[src/rtl/dmac_mc_locked.sv]
// N-channel DMA transfer sequencer with a key-locked control FSM (wrong key loops ARB<->decoy).
// Define DMAC_FIXED_PRIO_EN for lowest-index-first arbitration instead of round-robin.
module dmac_mc_locked #(
    parameter int NCH   = 4,
    parameter int CNT_W = 8,
    parameter int KEY_W = 4,
    parameter logic [KEY_W-1:0] KEY_VAL = 'hA
) (
    input  logic                  clk,
    input  logic                  rst,
    input  logic [NCH-1:0]        req,
    input  logic [NCH*CNT_W-1:0]  len,
    input  logic                  bus_rdy,
    input  logic                  abort,
    input  logic [KEY_W-1:0]      keyinput,
    output logic [NCH-1:0]        gnt,
    output logic [((NCH > 1) ? $clog2(NCH) : 1)-1:0] ch_id,
    output logic                  rd_en,
    output logic                  wr_en,
    output logic                  addr_inc,
    output logic [NCH-1:0]        done,
    output logic                  err,
    output logic                  busy
);
    localparam int CH_W = (NCH > 1) ? $clog2(NCH) : 1;

    localparam logic [2:0] S_IDLE    = 3'd0;
    localparam logic [2:0] S_ARB     = 3'd1;
    localparam logic [2:0] S_RD      = 3'd2;
    localparam logic [2:0] S_RD_WAIT = 3'd3;
    localparam logic [2:0] S_WR      = 3'd4;
    localparam logic [2:0] S_WR_WAIT = 3'd5;
    localparam logic [2:0] S_DONE    = 3'd6;
    localparam logic [2:0] S_RD_D    = 3'd7;

    logic [2:0]       state;
    logic [CH_W-1:0]  ch;
    logic [CH_W-1:0]  rr_ptr;
    logic [CNT_W-1:0] cnt;

    logic [CNT_W-1:0] lens [NCH];
    logic             found;
    logic [CH_W-1:0]  pick;
    logic [CNT_W-1:0] pick_len;
    logic             key_ok;
    logic             in_xfer;
    logic             abortable;

    for (genvar g = 0; g < NCH; g++) begin : g_len
        assign lens[g] = len[g*CNT_W +: CNT_W];
    end

    assign key_ok    = (keyinput == KEY_VAL);
    assign abortable = (state != S_IDLE) && (state != S_DONE);

    always_comb begin
        found    = 1'b0;
        pick     = '0;
        pick_len = '0;
`ifdef DMAC_FIXED_PRIO_EN
        for (int unsigned i = 0; i < NCH; i++) begin
            if (!found && req[CH_W'(i)]) begin
                found    = 1'b1;
                pick     = CH_W'(i);
                pick_len = lens[CH_W'(i)];
            end
        end
`else
        // Search starts one past the last served channel and wraps.
        for (int unsigned i = 1; i <= NCH; i++) begin
            logic [CH_W-1:0] sel;
            sel = CH_W'((32'(rr_ptr) + i) % NCH);
            if (!found && req[sel]) begin
                found    = 1'b1;
                pick     = sel;
                pick_len = lens[sel];
            end
        end
`endif
    end

    always_ff @(posedge clk or posedge rst) begin
        if (rst) begin
            state  <= S_IDLE;
            cnt    <= '0;
            ch     <= '0;
            rr_ptr <= CH_W'(NCH - 1);
        end else if (abort && abortable) begin
            state  <= S_IDLE;
            rr_ptr <= ch;
        end else begin
            case (state)
                S_IDLE:    if (|req) state <= S_ARB;
                S_ARB: begin
                    if (!found) begin
                        state <= S_IDLE;
                    end else begin
                        ch  <= pick;
                        cnt <= pick_len;
                        if (!key_ok)
                            state <= S_RD_D;
                        else if (pick_len == '0)
                            state <= S_DONE;
                        else
                            state <= S_RD;
                    end
                end
                S_RD:      state <= S_RD_WAIT;
                S_RD_WAIT: if (bus_rdy) state <= S_WR;
                S_WR:      state <= S_WR_WAIT;
                S_WR_WAIT: begin
                    if (bus_rdy) begin
                        cnt   <= cnt - CNT_W'(1);
                        state <= (cnt == CNT_W'(1)) ? S_DONE : S_RD;
                    end
                end
                S_DONE: begin
                    rr_ptr <= ch;
                    state  <= (|req) ? S_ARB : S_IDLE;
                end
                S_RD_D:    state <= key_ok ? S_RD : S_ARB;
                default:   state <= S_IDLE;
            endcase
        end
    end

    // Grant is visible from ARB exit until DONE, including the decoy state.
    assign in_xfer  = (state != S_IDLE) && (state != S_ARB);
    assign gnt      = in_xfer ? (NCH'(1) << ch) : '0;
    assign ch_id    = in_xfer ? ch : '0;
    assign done     = (state == S_DONE) ? (NCH'(1) << ch) : '0;
    assign rd_en    = (state == S_RD) || (state == S_RD_D);
    assign wr_en    = (state == S_WR);
    assign addr_inc = (state == S_WR_WAIT) && bus_rdy && !abort;
    assign err      = abort && abortable;
    assign busy     = (state != S_IDLE);
endmodule

[config.mk]
export PLATFORM = sky130hd
export DESIGN_NAME = dmac_mc_locked
export DESIGN_NICKNAME = d
export VERILOG_FILES = /design/src/rtl/dmac_mc_locked.sv
export SDC_FILE = /design/constraint.sdc
export NUM_CORES = 1
export LEC_CHECK = 0
export BUFFER_PORTS_ARGS = -buffer_cell sky130_fd_sc_hd__buf_2
export CORE_UTILIZATION = 59
export DETAILED_ROUTE_END_ITERATION = 12
export PLACE_DENSITY = 0.87
export SKIP_CTS_REPAIR_TIMING = 1
export SYNTH_ARGS = -nofsm -noshare
export SYNTH_HDL_FRONTEND = slang
export SYNTH_SLANG_ARGS = --single-unit
[constraint.sdc]
create_clock -name clk -period 5.6 [get_ports clk]
set_input_delay 1.4 -clock clk [delete_from_list [all_inputs] [get_ports clk]]
set_output_delay 1.4 -clock clk [all_outputs]
set_load 0.03 [all_outputs]
Word-level counts from Yosys, hierarchy flattened
Cells that the tools add are included.
{ "classes": {"addsub": 5, "order_cmp": 8, "n_eq_ne": 16, "shifts": 1, "n_mux": 51, "bitwise_logic": 5, "reduce_logical": 22} }
{ "op_table": {"columns": ["op", "n"], "rows": [
  ["two-way mux 8 bit", 14],
  ["binary-select mux 8 bit (select 2 bit)", 4],
  ["two-way mux 3 bit", 8],
  ["one-hot mux 3 bit (8 select lines)", 1],
  ["two-way mux 2 bit", 8],
  ["one-hot mux 8 bit (2 select lines)", 1],
  ["== test 3 bit, second input constant", 4],
  ["greater-or-equal comparator 3 bit, second input constant", 4],
  ["< comparator 2 x 3 -> 1 bit, second input constant", 4],
  ["!= test 3 bit, second input constant", 4],
  ["inverter 2 -> 3 bit", 4],
  ["two-way mux 1 bit", 9],
  ["binary-select mux 1 bit (select 2 bit)", 4],
  ["== test 8 x 1 -> 1 bit, second input constant", 1],
  ["logical AND 1 bit", 8],
  ["logical NOT 8 bit", 1],
  ["two-way mux 4 bit", 2],
  ["subtractor 8 x 1 -> 8 bit, second input constant", 1],
  ["== test 3 x 2 -> 1 bit, second input constant", 2],
  ["AND reduction 3 bit", 2],
  ["adder 2 x 1 -> 2 bit, second input constant", 2],
  ["adder 2 bit, second input constant", 2],
  ["== test 4 bit, second input constant", 1],
  ["logical NOT 1 bit", 4],
  ["11 further kinds", 13]
]} }
{ "totals": {"regBits": 15, "inputBits": 44, "output_inout_bits": 15} }

Logic depth before layout (Yosys ltp)
Gate-level depths: netlist (run 1).
{ "logic_depth": {"depth_word": 19, "depth_mapped": 10, "depth_no_buf": 8} }

Worst setup path after synthesis (run 1)
Ideal clock, no wire load.
{ "synth_timing": {"path_kind": "input -> output", "startpoint": "input port abort", "endpoint": "output port addr_inc", "arrival_ps": 2873, "required_ps": 4200, "slack_ps": 1327, "stages": 4, "n_path_buf": 1, "path_cell_list": "clkbuf_1 -> or3b_2 -> or3_1 -> nor2_1"} }
{ "synth_via": {"elab_chain_len": 2} }
{ "synth_rtl": {"columns": ["element", "line", "rtl"], "rows": [
  ["start, declared", "14", "input logic abort,"],
  ["logical NOT 1 bit", "134", "assign addr_inc = (state == S_WR_WAIT) && bus_rdy && !abort;"],
  ["logical AND 1 bit", "134", null],
  ["end, declared", "20", "output logic addr_inc,"]
]} }
No other way between the ends.

Worst setup path after layout (run 1)
Same ends and word-level chain as after synthesis.

==> metrics.md, run 1 <==
| Metric | Value |
|---|---|
| Min-delay worst type | `flip-flop to flip-flop` |
| Status | `complete, no violations` |
| Nets | `396` |
| Finished Core Util | `between 60% and 70%` |
| CP bufs+invs | `2` |
| Final wirelength | `5.72 mm` |
| I/O pin count | `59` |
| Syn nets | `355` |
| Initial core utilization | `63.4%` |
| Die Span X | `65.6 µm` |
| Fmax | `231 MHz` |
| Worst setup EP type | `output pin` |
| DR WL/cell | `14.4 µm` |
| Port-buffer cells | `58` |
| Req. time, crit path | `around 4.2 ns` |
| Final Hold Fails | `0` |
| Worst setup path class | `primary input to output pin` |
| WP data arrival | `around 2.9 ns` |
| Worst path depth | `5` |
| Inserted Clock Buffers | `3` |
| Clock Path Buffers | `2` |
| Gr usage total | `27.8%` |
| Global route overflow | `0` |
| Power density over the cells | `roughly 470 nW/µm²` |
| Drt first pass iters | `5` |
| Post-synthesis sequential area ratio | `15.8%` |
| Most common cell on crit path | `buf_2` |
| Clock transition at the registers of the reported paths | `0.06 ns` |
| Routed Antenna Nets | `0` |
| DRC | `0` |
| Post-synth top area share | `13.6%` |
| Worst Skew | `0.00149 ns` |
| Worst skew pair latency | `0.25 ns` |
| Vias per cell | `6.38` |
| CP startpoint kind | `primary input` |
| Die Ht | `between 60 and 70 µm` |
| Hpwl dp | `about 4.3 mm` |
| Avg Cell Area, Syn | `7.73 µm²` |
| CTS root buf | `clkbuf_8` |
| Max rail drop VDD | `~240 µV` |
| Vias in the first global route | `2241` |
| Post-synth EDFFs | `0` |
| Final GP Congestion | `0.956` |
| Top sig layer | `met4` |
| Fill count | `roughly 330` |
| Worst stage delay on the critical path | `0.52 ns` |
| Reg-to-Reg Start | `rr_ptr[0]` |
| Maximum number of pins on one net before global-route repair | `53` |
| Worst-path fanout max | `11` |
| Area grow syn2layout | `7.59%` |
| First-pass GRT wire length | `9.50 mm` |
| CTS tree | `built` |
| RSZ-0062 raised after global routing | `false` |
| Initial antenna violation count | `0` |
| Hold Crit Start | `cnt[7]` |
| Worst R2R Setup Slack | `2.65 ns` |
| Core ar. | `3770 µm²` |
| Leakage | `1.12 nW` |
| Met2 WL | `~2.7 mm` |
| #FFs+latches synth | `15` |
| Max-Cap Viols | `0` |
| Asr flop ratio synth | `between 90% and 100%` |
| Ys flop type | `dfrtp_1` |
| Design area | `2570 µm²` |
| H-tree depth | `1` |
| Ratio of cells with drive above 1 in the final layout | `26.1%` |
| Cell family with most CP delay | `simple AND/OR/NAND/NOR gates` |
| Synth warn | `0` |
| Synthesized area | `between 2000 and 2500 µm²` |
| Netlist cell types | `71` |
| Vias | `around 2500` |
| Diode count | `0` |
| R2R depth | `7` |
| Clk sinks | `15` |
| Die Area | `4310 µm²` |
| Cell breakdown of the critical path | `buf_2 > or3b_2 > or3_1 > nor2_1 > buf_2` |
| Setup TNS | `0 ns` |
| Area leader, netlist | `dfrtp_1` |
| Final min period | `4.34 ns` |
| Post-synthesis cell count | `a little over 300` |
| Slew HR | `about 45%` |
| Final setup violating endpoints | `0` |
| Worst Tran Pin Value | `roughly 0.8 ns` |
| Worst reg2reg path endpoint | `state[2]` |
| Worst Hold Path Cells | `2` |
| Met3 wire length | `297 µm` |
| WHS Endpoint | `cnt[7]` |
| Placed cell area | `2530 µm²` |
| DRT iter0 DRCs | `272` |
| Met1 WL | `about 2.6 mm` |
| Final slew viol count | `0` |
| Crit share post-route | `77.5%` |
| Std-Cell Rows | `22` |
| Worst path slowest cell | `or3_1` |
| Top cells by area, synth | `dfrtp_1 (14%), mux2i_1 (10%), nor2_1 (6.0%), mux2_2 (5.7%), o21ai_0 (5.4%)` |
## worst max path at each step
stage	from	end
5_1_grt	abort	addr_inc
4_1_cts	abort	addr_inc
2_1_floorplan	abort	addr_inc
3_5_place_dp	abort	addr_inc
3_3_place_gp	abort	addr_inc
6_report	abort	addr_inc
## state kept, by name, summed over array words and instances (netlist names)
signal	cells
ch	2
state	3
cnt	8
rr_ptr	2
## power by group
part           switching, mW  internal [mW]  leakage (nW)
registers              0.121          0.166         0.180
logic                  0.469          0.360         0.917
clock network         0.0389         0.0505        0.0228
total                  0.628          0.576          1.12
## logic make-up (layout without fill, tap and decap cells)
logic type | after synthesis | count (layout) | synth area share, %
multiplexers | 38 | 38 | 17.3
XOR/XNOR | 1 | 1 | 0.367
flip-flops | 15 | 15 | 15.8
AO/OA/AOI/OAI | 97 | 97 | 27.7
adder cells (fa/ha/maj) | 2 | 2 | 1.05
AND/OR/NAND/NOR | 122 | 122 | 26.6
buffers and inverters | 34 | 74 | 11.2
## layout make-up
class | count | area (µm²) | share of cell area [%]
Inverter | 10 | 37.5 | 1.46
Tap cell | 48 | 60.1 | 2.34
Sequential cell | 15 | 378 | 14.7
Clock buffer | 4 | 45.0 | 1.75
Multi-Input combinational cell | 260 | 1750 | 67.9
Timing Repair Buffer | 60 | 305 | 11.9
## cells in the mapped netlist, types with 3 or more instances
cell	n
a21oi_1	19
a221o_1	3
a221o_2	3
a221oi_1	5
a31oi_1	6
and3_1	3
buf_2	3
buf_6	8
clkbuf_1	4
clkbuf_8	4
dfrtp_1	13
inv_1	10
mux2_2	12
mux2i_1	24
nand2_1	31
nand2b_1	3
nand3_1	3
nor2_1	38
nor2b_1	5
nor3_1	7
nor3b_1	5
nor4b_1	3
o211ai_1	6
o21a_1	3
o21ai_0	26
o22ai_1	4
or3_1	3
## placed cells by master, fill, tap and decap left out, types with 3 or more instances in the layout
master,instances
buf_2,58
nor2_1,38
nand2_1,31
o21ai_0,26
mux2i_1,24
a21oi_1,19
dfrtp_1,13
mux2_2,12
inv_1,10
nor3_1,7
a31oi_1,6
o211ai_1,6
nor2b_1,5
nor3b_1,5
a221oi_1,5
o22ai_1,4
nand2b_1,3
nor4b_1,3
o21a_1,3
a221o_1,3
or3_1,3
and3_1,3
nand3_1,3
a221o_2,3
clkbuf_8,3
## tightest hold or removal path, cell delays in order, from the launching register on
cell     delay [ns]
dfrtp_1        0.35
o21ai_0        0.08
o21ai_0        0.06
## routing by layer
layer / track usage [%] / vias up
met5: 0 / -
met2: 48.6 / 93
met1: 35.3 / 1181
met4: 7.34 / 0
met3: 3.65 / 14
li1: - / 1245
## metrics by stage
stage                     setup WS (ns)  hold WS, ns  std cells  power (mW)
final                              1.26        0.527        397        1.20
after global placement             1.29        0.493        393        1.09
after CTS                          1.26        0.527        397        1.20
after global routing               1.17        0.558        397        1.31
after detailed placement           1.26        0.499        393        1.10
after floorplan                    1.33        0.470        309        1.02
No activity file was read; power rests on OpenSTA's default activity.
==> run 2: changes to the inputs <==
--- a/config.mk
+++ b/config.mk
@@ -6,9 +6,9 @@
 export NUM_CORES = 1
 export LEC_CHECK = 0
 export BUFFER_PORTS_ARGS = -buffer_cell sky130_fd_sc_hd__buf_2
-export CORE_UTILIZATION = 59
+export CORE_UTILIZATION = 55
 export DETAILED_ROUTE_END_ITERATION = 12
-export PLACE_DENSITY = 0.87
+export PLACE_DENSITY = 0.82
 export SKIP_CTS_REPAIR_TIMING = 1
 export SYNTH_ARGS = -nofsm -noshare
 export SYNTH_HDL_FRONTEND = slang
==> constraint.sdc (replaced) <==
create_clock -name clk -period 4.3 [get_ports clk]
set_input_delay 1.075 -clock clk [delete_from_list [all_inputs] [get_ports clk]]
set_output_delay 1.075 -clock clk [all_outputs]
set_load 0.03 [all_outputs]
==> run 2 against run 1 <==
Compared with the run above:
- flip-flop and latch count unchanged
- utilization shrank 5.2 points
- clock power is 35% higher
- sequential share of layout area about the same
- final cell count is 0.50% higher
- cell area is essentially flat
- combinational power grew 28%
- worst setup slack got worse by 0.65 ns
- highest routed layer unchanged
- critical path type unchanged
- die area up 7.0%
- non-clock buffer count did not move
- largest cell class unchanged
==> metrics.md, run 2 (synthesis gave the netlist of run 1 again) <==
| Metric | Value |
|---|---|
| Worst setup startpoint | `abort (unchanged)` |
| Max reg flops | `8 (unchanged)` |
| CTS tree | `built (unchanged)` |
| Most frequent cells in the layout | `buf_2 (58), nor2_1 (38), nand2_1 (31) (unchanged)` |
| Cell breakdown of the critical path | `buf_2 > or3b_2 > or3_1 > nor2_1 > buf_2 (unchanged)` |
| Max-Cap Viols | `0 (unchanged)` |
| Worst Skew | `0.00556 ns (was 0.00149 ns)` |
| Vias in the first global route | `2261 (was 2241)` |
| Min-delay worst type | `flip-flop to flip-flop (unchanged)` |
| DP Worst Slack | `0.626 ns (was 1.26 ns)` |
| Worst path depth | `5 (unchanged)` |
| Worst setup EP type | `output pin (unchanged)` |
| Clock transition at the registers of the reported paths | `0.06 ns (about the same)` |
| Crit share post-route | `around 86%` |
| Final Hold Fails | `0 (unchanged)` |
| Fmax | `roughly 270 MHz` |
| Drt first pass iters | `6 (was 5)` |
| Area grow syn2layout | `7.70% (was 7.59%)` |
| Std-Cell Rows | `23 (was 22)` |
| Design area | `2570 µm² (about the same)` |
| Finished Core Util | `63.0% (was 68.2%)` |
| Leakage | `1.12 nW (unchanged)` |
| Diode count | `0 (unchanged)` |
| Final min period | `around 3.7 ns` |
| Max rail drop VDD | `296 µV (was 242 µV)` |
| Setup WS post-layout | `0.615 ns (was 1.26 ns)` |
| DRC | `0 (unchanged)` |
| Most common cell on crit path | `buf_2 (unchanged)` |
| Int Power | `751 µW (was 576 µW)` |
| RSZ-0062 raised after global routing | `false (unchanged)` |
| DRT iter0 DRCs | `336 (was 272)` |
| Die Area | `4610 µm² (was 4310 µm²)` |
| Biggest register | `cnt (unchanged)` |
| Clk sinks | `15 (unchanged)` |
| H-tree depth | `1 (unchanged)` |
| First-pass GRT wire length | `9.61 mm (was 9.50 mm)` |
| Worst skew pair latency | `0.26 ns (was 0.25 ns)` |
| Die Span X | `67.9 µm (was 65.6 µm)` |
| Power density over the cells | `615 nW/µm² (was 469 nW/µm²)` |
| Combinational share of power | `67.1% (was 68.8%)` |
| Port-buffer cells | `58 (unchanged)` |
| Ratio of cells with drive above 1 in the final layout | `26.1% (unchanged)` |
| CP startpoint kind | `primary input (unchanged)` |
| WHS | `0.512 ns (was 0.527 ns)` |
| Flop pwr share | `25.3% (was 23.8%)` |
| Clock Path Buffers | `2 (unchanged)` |
| Final GP Congestion | `0.939 (was 0.956)` |
| Worst Tran Pin Value | `0.803 ns (was 0.817 ns)` |
| Setup TNS | `0 ns (unchanged)` |
| Req. time, crit path | `3.22 ns (was 4.20 ns)` |
| Clk network pwr share | `7.6% (was 7.4%)` |
| Most common cell after layout, fill and taps aside | `buf_2 (unchanged)` |
| Inserted Clock Buffers | `3 (unchanged)` |
| CTS root buf | `clkbuf_8 (unchanged)` |
| Sw frac | `52.6% (was 52.2%)` |
| Worst reg2reg path endpoint | `state[2] (unchanged)` |
| Routed Antenna Nets | `0 (unchanged)` |
| Status | `complete, no violations (unchanged)` |
| Worst setup path class | `primary input to output pin (unchanged)` |
| Worst-path fanout max | `11 (unchanged)` |
| DR WL/cell | `14.8 µm (was 14.4 µm)` |
| Final setup violating endpoints | `0 (unchanged)` |
| Maximum number of pins on one net before global-route repair | `34 (was 53)` |
| Vias per cell | `6.45 (was 6.38)` |
| Worst stage delay on the critical path | `0.53 ns (was 0.52 ns)` |
| I/O pin count | `59 (unchanged)` |
| Final wirelength | `5.92 mm (was 5.72 mm)` |
| Core ar. | `4090 µm² (was 3770 µm²)` |
| R2R depth | `8 (was 7)` |
| Vias | `2572 (was 2533)` |
| Worst R2R Setup Slack | `1.29 ns (was 2.65 ns)` |
| Biggest regs | `cnt x8, state x3 (unchanged)` |
| CP Capture Point | `addr_inc (unchanged)` |
| Die Ht | `67.9 µm (was 65.6 µm)` |
| Hpwl dp | `4.38 mm (was 4.30 mm)` |
| Initial core utilization | `58.5% (was 63.4%)` |
| CP bufs+invs | `2 (unchanged)` |
| WP data arrival | `2.61 ns (was 2.94 ns)` |
| Initial antenna violation count | `0 (unchanged)` |
| Global route overflow | `0 (unchanged)` |
| Cell family with most CP delay | `simple AND/OR/NAND/NOR gates (unchanged)` |
| Final slew viol count | `0 (unchanged)` |
| Reg-to-Reg Start | `rr_ptr[1] (was rr_ptr[0])` |
| Slew HR | `45.9% (was 45.0%)` |
| Gr usage total | `26.6% (was 27.8%)` |
| Nets | `396 (unchanged)` |
| Psw | `832 µW (was 628 µW)` |
| Worst path slowest cell | `or3_1 (unchanged)` |
| Placed cell area | `2530 µm² (about the same)` |
run 2: cell counts in the layout (fill, tap and decap cells not counted):
No cell type changed its count.
run 2: per-stage QoR:
step | total power, mW | cells
4_1_cts | 1.56 | 399
6_report | 1.58 | 399
5_1_grt | 1.71 | 399
3_3_place_gp | 1.42 | 395
3_5_place_dp | 1.44 | 395
2_1_floorplan | 1.33 | 309
run 2: power by group through the flow:
stage | clock [mW] | combinational (mW) | sequential [mW]
2_1_floorplan | 0 | 1.06 | 0.272
3_3_place_gp | 0 | 1.02 | 0.394
3_5_place_dp | 0 | 1.04 | 0.397
4_1_cts | 0.122 | 1.05 | 0.395
5_1_grt | 0.129 | 1.16 | 0.423
6_report | 0.121 | 1.06 | 0.400
run 2: layout make-up:
type	count	area, µm²
tap	50	62.6
timing repair buffer	60	305
multi-input combinational	260	1750
inverter	10	37.5
sequential	15	378
fill	379	1510
clock buffer	4	45.0
run 2: metal layers:
metal	share of wire, %	global-route usage (%)
met1	43	34.0
met2	48	46.4
met3	7.2	4.33
met4	1.1	6.25
met5	0	0
run 2: worst min path at each step:
| stage | startpoint | to | slack (ns) | depth (start not counted) |
|---|---|---|---|---|
| 2_1_floorplan | cnt[7] | cnt[7] | 0.47 | 2 |
| 5_1_grt | cnt[7] | cnt[7] | 0.56 | 2 |
| 3_5_place_dp | cnt[7] | cnt[7] | 0.50 | 2 |
| 6_report | cnt[7] | cnt[7] | 0.51 | 2 |
| 3_3_place_gp | cnt[7] | cnt[7] | 0.49 | 2 |
| 4_1_cts | cnt[7] | cnt[7] | 0.52 | 2 |
run 2: worst min-delay path, delay by kind of cell (launching register included):
kind	cells	cell delay, ns
compound gates	2	0.13
flops	1	0.34
==> run 3: changes to the inputs <==
--- a/config.mk
+++ b/config.mk
@@ -8,6 +8,7 @@
 export BUFFER_PORTS_ARGS = -buffer_cell sky130_fd_sc_hd__buf_2
 export CORE_UTILIZATION = 55
 export DETAILED_ROUTE_END_ITERATION = 12
+export GPL_TIMING_DRIVEN = 0
 export PLACE_DENSITY = 0.82
 export SKIP_CTS_REPAIR_TIMING = 1
 export SYNTH_ARGS = -nofsm -noshare
==> run 3 against run 2 <==
Compared with the run above:
- critical path depth unchanged
- global-route usage up 3.7 points
- flip-flop and latch count unchanged
- largest cell class unchanged
- maximum frequency up 1.1%
- via count up 3.1%
- utilization up 5.1 points
- die area unchanged
- clock-buffer cell count unchanged
- non-clock buffer count up 21
- first-iteration DRC count down 33%
- worst setup slack better by 0.041 ns
- final cell count up 5.3%
- largest power group unchanged
==> metrics.md, run 3 (synthesis gave the netlist of run 1 again) <==
| Metric | Value |
|---|---|
| Final setup violating endpoints | `0 (unchanged)` |
| Global route overflow | `0 (unchanged)` |
| Final min period | `3.64 ns (was 3.69 ns)` |
| Setup TNS | `0 ns (unchanged)` |
| I/O pin count | `59 (unchanged)` |
| Placed cell area | `2740 µm² (was 2530 µm²)` |
| Sw frac | `50.2% (was 52.6%)` |
| DRC | `0 (unchanged)` |
| Final GP Congestion | `0.921 (was 0.939)` |
| Ratio of cells with drive above 1 in the final layout | `28.9% (was 26.1%)` |
| Std-Cell Rows | `23 (unchanged)` |
| Vias | `2652 (was 2572)` |
| Die Ht | `67.9 µm (unchanged)` |
| Leakage | `1.23 nW (was 1.12 nW)` |
| Worst-path fanout max | `10 (was 11)` |
| Design area | `2780 µm² (was 2570 µm²)` |
| Placed instance count | `416 (was 395)` |
| Biggest regs | `cnt x8, state x3 (unchanged)` |
| CTS tree | `built (unchanged)` |
| Nets | `417 (was 396)` |
| Worst setup EP type | `output pin (unchanged)` |
| Drt first pass iters | `5 (was 6)` |
| Final Hold Fails | `0 (unchanged)` |
| Most frequent cells in the layout | `buf_2 (60), nor2_1 (38), nand2_1 (31) (was buf_2 (58), nor2_1 (38), nand2_1 (31))` |
| Clock Path Buffers | `2 (unchanged)` |
| Inserted Clock Buffers | `3 (unchanged)` |
| Diode count | `0 (unchanged)` |
| Initial core utilization | `58.5% (unchanged)` |
| Final slew viol count | `0 (unchanged)` |
| Die Span X | `67.9 µm (unchanged)` |
| CTS root buf | `clkbuf_8 (unchanged)` |
| Final wirelength | `6.59 mm (was 5.92 mm)` |
| Max reg flops | `8 (unchanged)` |
| DRT iter0 DRCs | `226 (was 336)` |
| Max-Cap Viols | `0 (unchanged)` |
| Flop pwr share | `16.7% (was 25.3%)` |
| Max rail drop VDD | `296 µV (about the same)` |
| WP data arrival | `2.57 ns (was 2.61 ns)` |
| Min-delay worst type | `flip-flop to flip-flop (unchanged)` |
| Clk network pwr share | `6.8% (was 7.6%)` |
| Worst skew pair latency | `0.26 ns (about the same)` |
| DR WL/cell | `15.7 µm (was 14.8 µm)` |
| Die Area | `4610 µm² (unchanged)` |
| Cell Count, Final, Fillers Out | `420 (was 399)` |
| Clock transition at the registers of the reported paths | `0.06 ns (about the same)` |
| Port-buffer cells | `57 (was 58)` |
| Worst Tran Pin Value | `0.832 ns (was 0.803 ns)` |
| First-pass GRT wire length | `10.7 mm (was 9.61 mm)` |
| Combinational share of power | `76.5% (was 67.1%)` |
| CP startpoint kind | `primary input (unchanged)` |
| Req. time, crit path | `3.22 ns (about the same)` |
| Psw | `877 µW (was 832 µW)` |
| Most common cell after layout, fill and taps aside | `buf_2 (unchanged)` |
| Int Power | `871 µW (was 751 µW)` |
| Worst setup path class | `primary input to output pin (unchanged)` |
| Worst Skew | `0.00552 ns (was 0.00556 ns)` |
| Power density over the cells | `628 nW/µm² (was 615 nW/µm²)` |
| Routed Antenna Nets | `0 (unchanged)` |
| Gr usage total | `30.3% (was 26.6%)` |
| Core ar. | `4090 µm² (unchanged)` |
| Vias per cell | `6.31 (was 6.45)` |
| Crit share post-route | `84.8% (was 85.7%)` |
| H-tree depth | `1 (unchanged)` |
| Vias in the first global route | `2449 (was 2261)` |
| Maximum number of pins on one net before global-route repair | `16 (was 34)` |
| Hpwl dp | `5.14 mm (was 4.38 mm)` |
| Fmax | `274 MHz (was 271 MHz)` |
| Status | `complete, no violations (unchanged)` |
| Clk sinks | `15 (unchanged)` |
| Slew HR | `44.0% (was 45.9%)` |
| RSZ-0062 raised after global routing | `false (unchanged)` |
| Biggest register | `cnt (unchanged)` |
| Area grow syn2layout | `16.4% (was 7.70%)` |
| Initial antenna violation count | `0 (unchanged)` |
==> run 3: path summary, 6_finish.rpt <==
kind	start	to	slack, ns	depth (start not counted)
max	abort	addr_inc	0.66	5
min	cnt[7]	cnt[7]	0.53	2
max reg2reg	rr_ptr[1]	state[2]	1.61	8
min reg2reg	cnt[7]	cnt[7]	0.53	2
max in group asynchronous	rst	cnt[5]	3.04	2
min in group asynchronous	rst	cnt[0]	0.87	2
==> run 3: critical path, cell delays in order <==
cell and delay, ns:
clkbuf_1 0.19, or3b_2 0.53, or3_1 0.41, nor2_1 0.14
buf_2 0.22
==> run 3: power groups by stage <==
stage	Sequential (mW)	Clock, mW	Combinational [mW]
2_1_floorplan	0.272	0	1.06
3_3_place_gp	0.291	0	1.29
3_5_place_dp	0.292	0	1.32
4_1_cts	0.291	0.122	1.32
5_1_grt	0.303	0.125	1.46
6_report	0.292	0.118	1.34
==> run 3: per-layer routing <==
| metal | part of all wire, % | up-vias | global-route usage [%] |
|---|---|---|---|
| li1 | - | 1286 | - |
| met1 | 44 | 1249 | 37.2 |
| met2 | 48 | 106 | 52.4 |
| met3 | 6.3 | 11 | 6.17 |
| met4 | 1.3 | 0 | 10.4 |
| met5 | 0 | - | 0 |
==> run 3: area by class of cell <==
class	instances	area (µm²)
fill	372	1300
multi-input combinational	260	1750
tap	50	62.6
sequential	15	378
clock buffer	4	45.0
buffer	24	229
timing repair buffer	57	285
inverter	10	37.5
==> run 3: stage by stage <==
step / util (%) / setup WS [ns] / hold slack (ns) / total power, mW
after global routing: 68.1 / 0.569 / 0.564 / 1.89
after global placement: 67.0 / 0.676 / 0.493 / 1.58
after detailed placement: 67.0 / 0.669 / 0.515 / 1.61
final: 68.1 / 0.655 / 0.525 / 1.75
after floorplan: - / 0.677 / 0.470 / 1.33
after CTS: 68.1 / 0.656 / 0.531 / 1.73
